### config.mk
export PLATFORM = sky130hd
export DESIGN_NAME = rmst_serializer
export DESIGN_NICKNAME = d
export VERILOG_FILES = /design/src/rtl/rmst_serializer.sv
export SDC_FILE = /design/constraint.sdc
export NUM_CORES = 1
export LEC_CHECK = 0
export ABC_AREA = 1
export ABC_CLOCK_PERIOD_IN_PS = 1700
export CORE_ASPECT_RATIO = 0.7
export CORE_MARGIN = 2
export CORE_UTILIZATION = 52
export CTS_CLUSTER_SIZE = 28
export DETAILED_ROUTE_END_ITERATION = 8
export MAX_ROUTING_LAYER = met4
export PLACE_DENSITY = 0.79
export SLEW_MARGIN = 10
export SYNTH_ARGS = -nofsm -noshare
export SYNTH_HDL_FRONTEND = slang
export SYNTH_SLANG_ARGS = --single-unit
export TNS_END_PERCENT = 20
### constraint.sdc
create_clock -name clk -period 1.7 [get_ports clk]
set_clock_uncertainty 0.15 [all_clocks]
set_input_delay 0.425 -clock clk [delete_from_list [all_inputs] [get_ports clk]]
set_output_delay 0.425 -clock clk [all_outputs]
set_load 0.01 [all_outputs]
### src/rtl/rmst_serializer.sv
// ROM-to-serial streamer: fetches words from a combinational ROM and shifts them out MSB first
// with a divided serial clock, either one word at sel_addr or a burst over the whole ROM.
module rmst_serializer #(
  parameter int DATA_W   = 16,
  parameter int ADDR_W   = 3,
  parameter int HALF_DIV = 2
) (
  input  logic              clk,
  input  logic              rst,
  input  logic              start,
  input  logic              single,
  input  logic [ADDR_W-1:0] sel_addr,
  input  logic              abort,
  output logic [ADDR_W-1:0] rom_addr,
  input  logic [DATA_W-1:0] rom_data,
  output logic              sclk,
  output logic              sdata,
  output logic              frame,
  output logic              busy,
  output logic              done
);

  localparam logic [1:0] S_IDLE  = 2'd0;
  localparam logic [1:0] S_FETCH = 2'd1;
  localparam logic [1:0] S_SHIFT = 2'd2;
  localparam logic [1:0] S_DONE  = 2'd3;

  localparam int DIV_W = $clog2(2 * HALF_DIV);
  localparam int BIT_W = (DATA_W > 1) ? $clog2(DATA_W) : 1;

  localparam logic [DIV_W-1:0] DIV_LAST  = DIV_W'(2 * HALF_DIV - 1);
  localparam logic [DIV_W-1:0] HALF_LAST = DIV_W'(HALF_DIV - 1);
  localparam logic [BIT_W-1:0] BIT_LAST  = BIT_W'(DATA_W - 1);

  logic [1:0]        state_q,  state_d;
  logic [ADDR_W-1:0] addr_q,   addr_d;
  logic              single_q, single_d;
  logic [DATA_W-1:0] shreg_q,  shreg_d;
  logic              sdata_q,  sdata_d;
  logic              sclk_q,   sclk_d;
  logic [DIV_W-1:0]  div_q,    div_d;
  logic [BIT_W-1:0]  bit_q,    bit_d;
  logic [DATA_W-1:0] shreg_shifted;

  assign shreg_shifted = shreg_q << 1;

  always_comb begin
    state_d  = state_q;
    addr_d   = addr_q;
    single_d = single_q;
    shreg_d  = shreg_q;
    sdata_d  = sdata_q;
    sclk_d   = sclk_q;
    div_d    = div_q;
    bit_d    = bit_q;

    case (state_q)
      S_IDLE: begin
        if (start) begin
          state_d  = S_FETCH;
          single_d = single;
          addr_d   = single ? sel_addr : '0;
        end
      end
      S_FETCH: begin
        // The first bit is presented directly so it appears on the first SHIFT cycle.
        state_d = S_SHIFT;
        shreg_d = rom_data;
        sdata_d = rom_data[DATA_W-1];
        sclk_d  = 1'b0;
        div_d   = '0;
        bit_d   = '0;
      end
      S_SHIFT: begin
        if (div_q == DIV_LAST) begin
          div_d  = '0;
          sclk_d = 1'b0;
          if (bit_q == BIT_LAST) begin
            sdata_d = 1'b0;
            // Bursts stop at the top address rather than wrapping.
            if (!single_q && (addr_q != '1)) begin
              addr_d  = addr_q + ADDR_W'(1);
              state_d = S_FETCH;
            end else begin
              state_d = S_DONE;
            end
          end else begin
            bit_d   = bit_q + BIT_W'(1);
            shreg_d = shreg_shifted;
            sdata_d = shreg_shifted[DATA_W-1];
          end
        end else begin
          div_d = div_q + DIV_W'(1);
          if (div_q == HALF_LAST) begin
            sclk_d = 1'b1;
          end
        end
      end
      S_DONE: begin
        state_d = S_IDLE;
      end
      default: begin
        state_d = S_IDLE;
      end
    endcase

    if (abort) begin
      state_d  = S_IDLE;
      addr_d   = '0;
      single_d = 1'b0;
      shreg_d  = '0;
      sdata_d  = 1'b0;
      sclk_d   = 1'b0;
      div_d    = '0;
      bit_d    = '0;
    end
  end

  always_ff @(posedge clk) begin
    if (rst) begin
      state_q  <= S_IDLE;
      addr_q   <= '0;
      single_q <= 1'b0;
      shreg_q  <= '0;
      sdata_q  <= 1'b0;
      sclk_q   <= 1'b0;
      div_q    <= '0;
      bit_q    <= '0;
    end else begin
      state_q  <= state_d;
      addr_q   <= addr_d;
      single_q <= single_d;
      shreg_q  <= shreg_d;
      sdata_q  <= sdata_d;
      sclk_q   <= sclk_d;
      div_q    <= div_d;
      bit_q    <= bit_d;
    end
  end

  assign rom_addr = addr_q;
  assign sclk     = sclk_q;
  assign sdata    = sdata_q;
  assign frame    = (state_q == S_SHIFT);
  assign busy     = (state_q != S_IDLE);
  assign done     = (state_q == S_DONE);

endmodule

# --- After elaboration in Yosys (flattened, before gate mapping) ---
# Index checks and enable logic that the tools add are counted.
totals:
  inputBits: 24
  output_inout_bits: 8
  regBits: 29
  elab_cells: 62
op_classes:
  n_addsub: 3
  eq_ne: 13
  mux: 25
  n_reduce_logical: 13
op_table:
  columns: ["operator", "count"]
  rows:
  - ["two-way mux 15 bit", 2]
  - ["one-hot mux 15 bit (2 select lines)", 1]
  - ["two-way mux 3 bit", 5]
  - ["two-way mux 2 bit", 5]
  - ["two-way mux 4 bit", 2]
  - ["one-hot mux 2 bit (4 select lines)", 1]
  - ["one-hot mux 4 bit (2 select lines)", 1]
  - ["== test 2 bit (second input constant)", 3]
  - ["inequality test 2 x 1 -> 1 bit (second input constant)", 3]
  - ["one-hot mux 3 bit (2 select lines)", 1]
  - ["AND reduction 2 bit", 3]
  - ["AND reduction 3 bit", 2]
  - ["nonzero test 2 bit", 3]
  - ["AND reduction 5 bit", 1]
  - ["adder 4 x 1 -> 4 bit (second input constant)", 1]
  - ["== test 2 x 1 -> 1 bit (second input constant)", 2]
  - ["== test 4 bit (second input constant)", 1]
  - ["two-way mux 1 bit", 4]
  - ["inequality test 2 bit (second input constant)", 2]
  - ["one-hot mux 1 bit (2 select lines)", 2]
  - ["one-hot mux 2 bit (2 select lines)", 1]
  - ["adder 3 x 1 -> 3 bit (second input constant)", 1]
  - ["inequality test 3 x 1 -> 1 bit (second input constant)", 1]
  - ["inequality test 3 bit (second input constant)", 1]
  - ["other kinds (5)", 5]

# --- Depth between registers and ports, before layout ---
# Gate-level depths: netlist of the first run.
depth:
  word_depth: 6
  ltp_mapped: 11
  ltp_nobuf: 9

# --- Worst setup path after synthesis of the first run ---
# OpenSTA, ideal clock, no wires.
synth_path:
  path_kind: "flip-flop to flip-flop"
  start: "register state_q[0]"
  end: "register shreg_q[12]"
  t_arrival_ns: 1.396
  stages_incl_launch_ff: 11
  n_path_buf: 2
  path_slack_ns: 0.043
  setup_ns: 0.110
  synth_period_minus_slack_ns: 1.657
  required_ns: 1.440
  cell_sequence: "dfxtp_1 > inv_1 > ha_1 > buf_6 > inv_2 > nand2_1 > nand2_4 > inv_6 > buf_12 > nor2_2 > nor2_2"
synth_between:
  elab_chain_cells: 3
  elab_cells_between_ends: 7
  classes_between: "eq/ne: 4; mux: 1; reduce/logical: 2"
synth_rtl:
  columns: ["item", "line", "text"]
  rows:
  - ["start: declaration", "35", "logic [1:0] state_q, state_d;"]
  - ["start signal: assignment", "130", "state_q <= state_d;"]
  - ["== test 2 bit *", null, null]
  - ["named net frame", "18", "output logic frame,"]
  - ["inequality test 2 bit (no line), or another cell as far along", null, null]
  - ["AND reduction 3 bit (no line)", null, null]
  - ["end signal: assignment", "133", "shreg_q <= shreg_d;"]
  - ["end: declaration", "38", "logic [DATA_W-1:0] shreg_q, shreg_d;"]
# The timed path passes the listed nets; every way through them passes the cells marked *.
# A chain may end at the register's enable or synchronous reset.

# --- Worst setup path in the final report of the first run ---
layout_path:
  start: "register state_q[0]"
  end: "output port frame"
layout_between:
  elab_chain_cells: 1
layout_rtl:
  columns: ["item", "line", "text"]
  rows:
  - ["== test 2 bit", "144", "assign frame = (state_q == S_SHIFT);"]
  - ["end: declaration", "18", null]
# No other way between the ends.

==> results.py, run 1 <==
metrics = {
    "grt": {
        "grt-ovfl-total": 0,
        "grt_use_total_pct": 21.4,
        "top_usage_layer": "met2",
        "grt_max_degree": 22,
        "grt_pass1_wl_um": 6140,
        "grt_use_met1_pct": 26.9,
        "grt_util_met2_pct": 33.9,
        "antenna_found_initial": 0,
        "grt_pass1_vias": 1485,
        "met3_usage_pct": 7.12,
    },
    "detailed_routing": {
        "wl_per_cell_um": 11.3,
        "drc_errors": 0,
        "first_iter_violations": 62,
        "ant_nets": 0,
        "first_pass_iters": 4,
        "vias": 1631,
        "wl_um": 3690,
        "vias_per_cell": 4.99,
    },
    "critical_path": {
        "reg2reg_to": "bit_q[1]",
        "worstPathArrival_ns": 1.08,
        "crit_path_end_kind": "primary output",
        "startpoint_type": "flop",
        "startpoint": "state_q[0]",
        "timing.rr.start": "state_q[0]",
        "regToRegSetupSlack_ns": 0.09,
        "endpoint": "frame",
        "critical_path_class": "reg2out",
        "cp.required_ns": 1.12,
        "critPathMaxFanout": 4,
        "r2r_cells": 10,
    },
    "power_and_ir_drop": {
        "p_leak_uw": 0.00107,
        "peakVddDrop_mv": 0.556,
        "p_per_area_nw_per_um2": 715,
    },
    "sta": {
        "max-slew-margin-rel_pct": 81.0,
        "hold_viol_final": 0,
        "finalSetupViolations": 0,
        "rsz0062_at_grt": "true",
        "finalCriticalPeriod_ns": 1.66,
        "fmax_mhz": 603,
        "worstMarginPinSlew_ns": 0.284,
        "setup-tns-final_ns": 0,
        "period_share_pct": 97.6,
        "report.final.slew_viol_count": 0,
    },
    "cells_and_area": {
        "diodes": 0,
        "syn2layout_area_growth_pct": 29.1,
        "nNetsFinal": 322,
        "final_core_util_pct": 71.1,
        "instances_no_fill": 327,
        "stdcell_area_um2": 2250,
        "drive_above_1_share_pct": 22.8,
    },
    "clocking": {
        "clk_pin_slew_worst_paths_ns": 0.06,
        "cts_setup_buffers": 0,
        "clock_latency_ns": 0.27,
        "cts_root_buffer": "clkbuf_8",
        "cts_sinks": 29,
        "cts_max_level": 2,
        "cts_buffers": 5,
        "clockBufferDepth": 2,
        "cts_tree": "done",
    },
    "synthesis": {
        "seq_area_frac_synth_pct": 33.2,
        "synthCells": 248,
        "synth_area_leaders": "dfxtp_1, nand2_1, nor2_2",
        "synth_nets": 282,
        "yosys_register_bits": 29,
        "yosys.cell_types.count": 25,
        "yosys_warnings": 0,
        "synth_area_per_cell_um2": 7.04,
        "netlist_area_um2": 1750,
        "synth_top_cell_area_share_pct": 33.2,
        "yosys.area.top_type": "dfxtp_1",
    },
    "hold_path": {
        "min-delay-path-class": "reg2reg",
    },
    "floorplanning": {
        "io_pins": 32,
        "initial_core_util_pct": 55.1,
        "num_rows": 17,
        "die_area_um2": 3850,
        "core_area_um2": 3170,
        "die_y_um": 52.5,
        "die_x_um": 73.3,
    },
    "placed_design": {
        "postPlaceCellArea_um2": 2140,
        "place_inst": 319,
        "dp.final_hpwl_um": 2560,
        "gp_congestion": 0.787,
        "port_buffers": 31,
    },
    "flow_run": {
        "max_cap_violations": 0,
    },
    "outcome": {
        "status": "complete, no violations",
    },
}
## registers in the layout, indices dropped and copies added, names as in the netlist
signal / cells
rom_addr: 3
sclk: 1
single_q: 1
state_q: 2
sdata: 1
bit_q: 4
shreg_q: 15
div_q: 2
## cell usage in the layout (no fill, tap or decap), drive strengths merged, types with 2 or more instances in the layout
cell type / count
o21ai: 21
buf: 16
clkdlybuf4s50: 23
dlygate4sd2: 5
clkbuf: 7
ha: 10
nor2: 48
nand3b: 2
a21oi: 8
nand2: 63
inv: 28
nand3: 21
dfxtp: 29
## where the power goes
group          switching (µW)  internal (µW)  total [µW]
Combinational             145            139         284
Clock                     252            365         617
Sequential               10.9            701         712
## what timing repair did
action / 4_1_cts / 5_1_grt
hold buffers: 0 / 0
setup endpoints to repair: 12 / 19
hold endpoints to repair: 0 / 0
resized for setup: 18 / 9
## routing by layer
layer	wire length [µm]	vias to the layer above
met4	12	0
met5	0	-
met1	1850	743
met3	126	2
li1	-	856
met2	1700	30
## cell families after synthesis
group                      Yosys count  share of synthesized area (%)
buffers and inverters               40                           12.9
xor gates and xnor gates             1                          0.502
DFF                                 29                           33.2
adders and majority gates           10                           7.16
and+or+nand+nor                    136                           36.5
AOI/OAI and AO/OA                   32                           9.67
## Yosys cell counts
cell type   n
inv_2       2
nand2_2     4
inv_6       1
buf_4       1
a21oi_1     8
ha_1       10
nor2_1     26
buf_6       6
nor2_2     22
dfxtp_1    29
buf_2       4
nor3b_1     1
nand3_1    21
xnor2_1     1
o21ai_1     6
inv_1      25
buf_12      1
o211a_1     1
nand2_1    56
o22ai_1     1
nand2_4     3
nand4_1     1
a22oi_1     1
nand3b_1    2
o21ai_0    15
## worst min path at each step
stage                 end         from  depth (start not counted)
global route        sdata  shreg_q[14]                          2
floorplan           sdata  shreg_q[14]                          2
CTS                 sdata  shreg_q[14]                          2
detailed placement  sdata  shreg_q[14]                          2
finish              sdata  shreg_q[14]                          2
global placement    sdata  shreg_q[14]                          2
## per-stage QoR
step	worst slack, ns	power, µW	hold slack [ns]
finish	0.0412	1610	0.319
global route	-0.0113	1700	0.366
CTS	-0.0208	1610	0.320
detailed placement	-0.0829	1010	0.309
global placement	-0.0458	1000	0.302
floorplan	0.0432	898	0.282
## critical path, stage by stage, from the launching register on
cell and delay, ns:
dfxtp_2 0.32, inv_2 0.06, ha_2 0.21, clkdlybuf4s15_2 0.23
## area by class of cell
cell class,instances,area [µm²]
clock buffers,7,96.3
multi-input cells,179,958
flip-flops and latches,29,584
clock inverters,1,5.00
inverters,28,113
fillers,262,915
well taps,38,47.5
repair buffers,45,450
No activity file was read; power rests on OpenSTA's default activity.
==> inputs of run 2 (changes only) <==
--- a/config.mk
+++ b/config.mk
@@ -7,6 +7,7 @@
 export LEC_CHECK = 0
 export ABC_AREA = 1
 export ABC_CLOCK_PERIOD_IN_PS = 1700
+export CAP_MARGIN = 5
 export CORE_ASPECT_RATIO = 0.7
 export CORE_MARGIN = 2
 export CORE_UTILIZATION = 52
==> results of run 2 <==
No change in the layout: final DEF, timing and power equal those of run 1.
==> inputs of run 3 (changes only) <==
--- a/config.mk
+++ b/config.mk
@@ -6,11 +6,12 @@
 export NUM_CORES = 1
 export LEC_CHECK = 0
 export ABC_AREA = 1
-export ABC_CLOCK_PERIOD_IN_PS = 1700
+export ABC_CLOCK_PERIOD_IN_PS = 1750
 export CAP_MARGIN = 5
 export CORE_ASPECT_RATIO = 0.7
 export CORE_MARGIN = 2
 export CORE_UTILIZATION = 52
+export CTS_CLUSTER_DIAMETER = 50
 export CTS_CLUSTER_SIZE = 28
 export DETAILED_ROUTE_END_ITERATION = 8
 export MAX_ROUTING_LAYER = met4
==> constraint.sdc (replaced) <==
create_clock -name clk -period 1.75 [get_ports clk]
set_clock_uncertainty 0.15 [all_clocks]
set_input_delay 0.4375 -clock clk [delete_from_list [all_inputs] [get_ports clk]]
set_output_delay 0.4375 -clock clk [all_outputs]
set_load 0.01 [all_outputs]
==> run 3 against run 2 <==
Worst setup slack improved by 0.014 ns; sequential power decreased by 2.9%; cell count increased by 0.31%; flip-flop and latch count unchanged; non-clock buffer count increased by 1; clock power decreased by 15%.
==> results.py, run 3 (synthesized netlist as in run 1, its figures left out) <==
metrics = {
    "critical_path": {
        "crit_buf_inv": 2,
        "critPathMaxFanout": 4,
        "crit_path_end_kind": "primary output",
        "regToRegSetupSlack_ns": 0.11,
        "worstPathArrival_ns": 1.11,
        "cp_top_family": "flip-flops",
        "slowest_stage": "dfxtp_2",
        "startpoint_type": "flop",
        "crit_chain": "inv_2, ha_2, clkdlybuf4s15_1",
        "cp.required_ns": 1.16,
        "critical_path_class": "reg2out",
        "cp_slowest_stage_delay_ns": 0.32,
    },
    "hold_path": {
        "min-delay-path-class": "reg2reg",
    },
    "sta": {
        "worstMarginPinSlew_ns": 0.281,
        "period_share_pct": 96.8,
        "rsz0062_at_grt": "false",
        "fmax_mhz": 590,
        "hold_viol_final": 0,
        "finalSetupViolations": 0,
        "report.final.slew_viol_count": 0,
        "finalCriticalPeriod_ns": 1.69,
        "max-slew-margin-rel_pct": 81.2,
    },
    "power_and_ir_drop": {
        "p_leak_uw": 0.00107,
        "switching_power_uw": 401,
        "power_uw": 1490,
        "clockPowerShare_pct": 35.3,
        "peakVddDrop_mv": 0.413,
        "seqPwrFrac_pct": 46.4,
        "combPwrFrac_pct": 18.2,
        "p_per_area_nw_per_um2": 669,
        "internal_power_uw": 1090,
        "switching_share_pct": 26.9,
    },
    "grt": {
        "grt_use_total_pct": 22.8,
        "grt_pass1_wl_um": 6480,
        "grt_max_degree": 22,
        "grt_pass1_vias": 1510,
        "antenna_found_initial": 0,
        "grt-ovfl-total": 0,
    },
    "clocking": {
        "clock_latency_ns": 0.28,
        "cts_root_buffer": "clkbuf_8",
        "cts_max_level": 2,
        "holdBufCountCts": 0,
        "clockBufferDepth": 2,
        "cts_tree": "done",
        "clk_pin_slew_worst_paths_ns": 0.06,
        "cts_sinks": 29,
        "cts_buffers": 5,
        "cts_setup_buffers": 0,
    },
    "cells_and_area": {
        "final_core_util_pct": 70.2,
        "fillers": 275,
        "nNetsFinal": 323,
        "multi_input_area_um2": 953,
        "final_cell_mix": "nand2_1, dfxtp_1, nor2_1",
        "diodes": 0,
        "drive_above_1_share_pct": 21.4,
        "final_common_cell": "nand2_1",
        "syn2layout_area_growth_pct": 27.4,
        "seq_area_um2": 583,
        "largest-register": "shreg_q",
        "largest_reg_flops": 15,
    },
    "placed_design": {
        "gp_congestion": 0.765,
        "port_buffers": 31,
        "dp.final_hpwl_um": 2630,
    },
    "floorplanning": {
        "core_area_um2": 3170,
        "io_pins": 32,
        "initial_core_util_pct": 55.1,
        "die_x_um": 73.3,
        "die_y_um": 52.5,
        "die_area_um2": 3850,
        "num_rows": 17,
    },
    "detailed_routing": {
        "vias_per_cell": 4.95,
        "ant_nets": 0,
        "wl_per_cell_um": 11.3,
        "vias": 1625,
        "first_pass_iters": 4,
        "drc_errors": 0,
        "wl_um": 3690,
        "first_iter_violations": 82,
    },
    "flow_run": {
        "max_cap_violations": 0,
    },
    "outcome": {
        "status": "complete, no violations",
    },
}
[run 3: worst paths after layout]
path,startpoint,depth (start not counted),endpoint
hold / removal,shreg_q[14],2,sdata
setup / recovery,state_q[0],3,frame
setup reg to reg,state_q[0],10,shreg_q[14]
hold reg to reg,shreg_q[14],2,sdata
[run 3: metrics by stage]
step           area (µm²)  std cells  hold WS [ns]  setup TNS, ns  setup slack, ns
2_1_floorplan        1750        248         0.282              0           0.0932
6_report             2220        328         0.315              0           0.0557
4_1_cts              2220        328         0.314              0           0.0135
3_5_place_dp         2140        320         0.313         -0.203          -0.0613
5_1_grt              2220        328         0.346              0          0.00386
3_3_place_gp         2140        320         0.303        -0.0231         -0.00855
[run 3: final cells by class]
type                            count  area share [%]
Tap cell                           38            2.14
Clock buffer                        6            3.26
Sequential cell                    29            26.2
Timing Repair Buffer               46            20.1
Clock inverter                      2           0.450
Multi-Input combinational cell    179            42.9
Inverter                           28            4.95
[run 3: power groups by stage]
stage / Clock [µW] / Sequential (µW) / Combinational, µW
final: 526 / 691 / 272
after global routing: 571 / 693 / 304
after CTS: 535 / 691 / 271
after detailed placement: 0 / 705 / 272
after global placement: 0 / 705 / 266
after floorplan: 0 / 707 / 166
[run 3: what timing repair did]
action / 4_1_cts / 5_1_grt
endpoints found under the setup margin: 7 / 9
pin swaps: 0 / 1
gates resized for setup: 14 / 7
[run 3: worst register-to-register path, delay by kind of cell, from the launching register on]
family,cells,cell delay (ns)
buf+inv,3,0.36
fa+ha+maj,1,0.20
simple gates,6,0.54
flops,1,0.33
[run 3: metal layers]
metal | track usage [%] | wire (µm) | vias up
li1 | - | - | 858
met1 | 29.2 | 1860 | 730
met2 | 35.4 | 1610 | 33
met3 | 5.77 | 184 | 4
met4 | 7.41 | 40 | 0
met5 | - | 0 | -
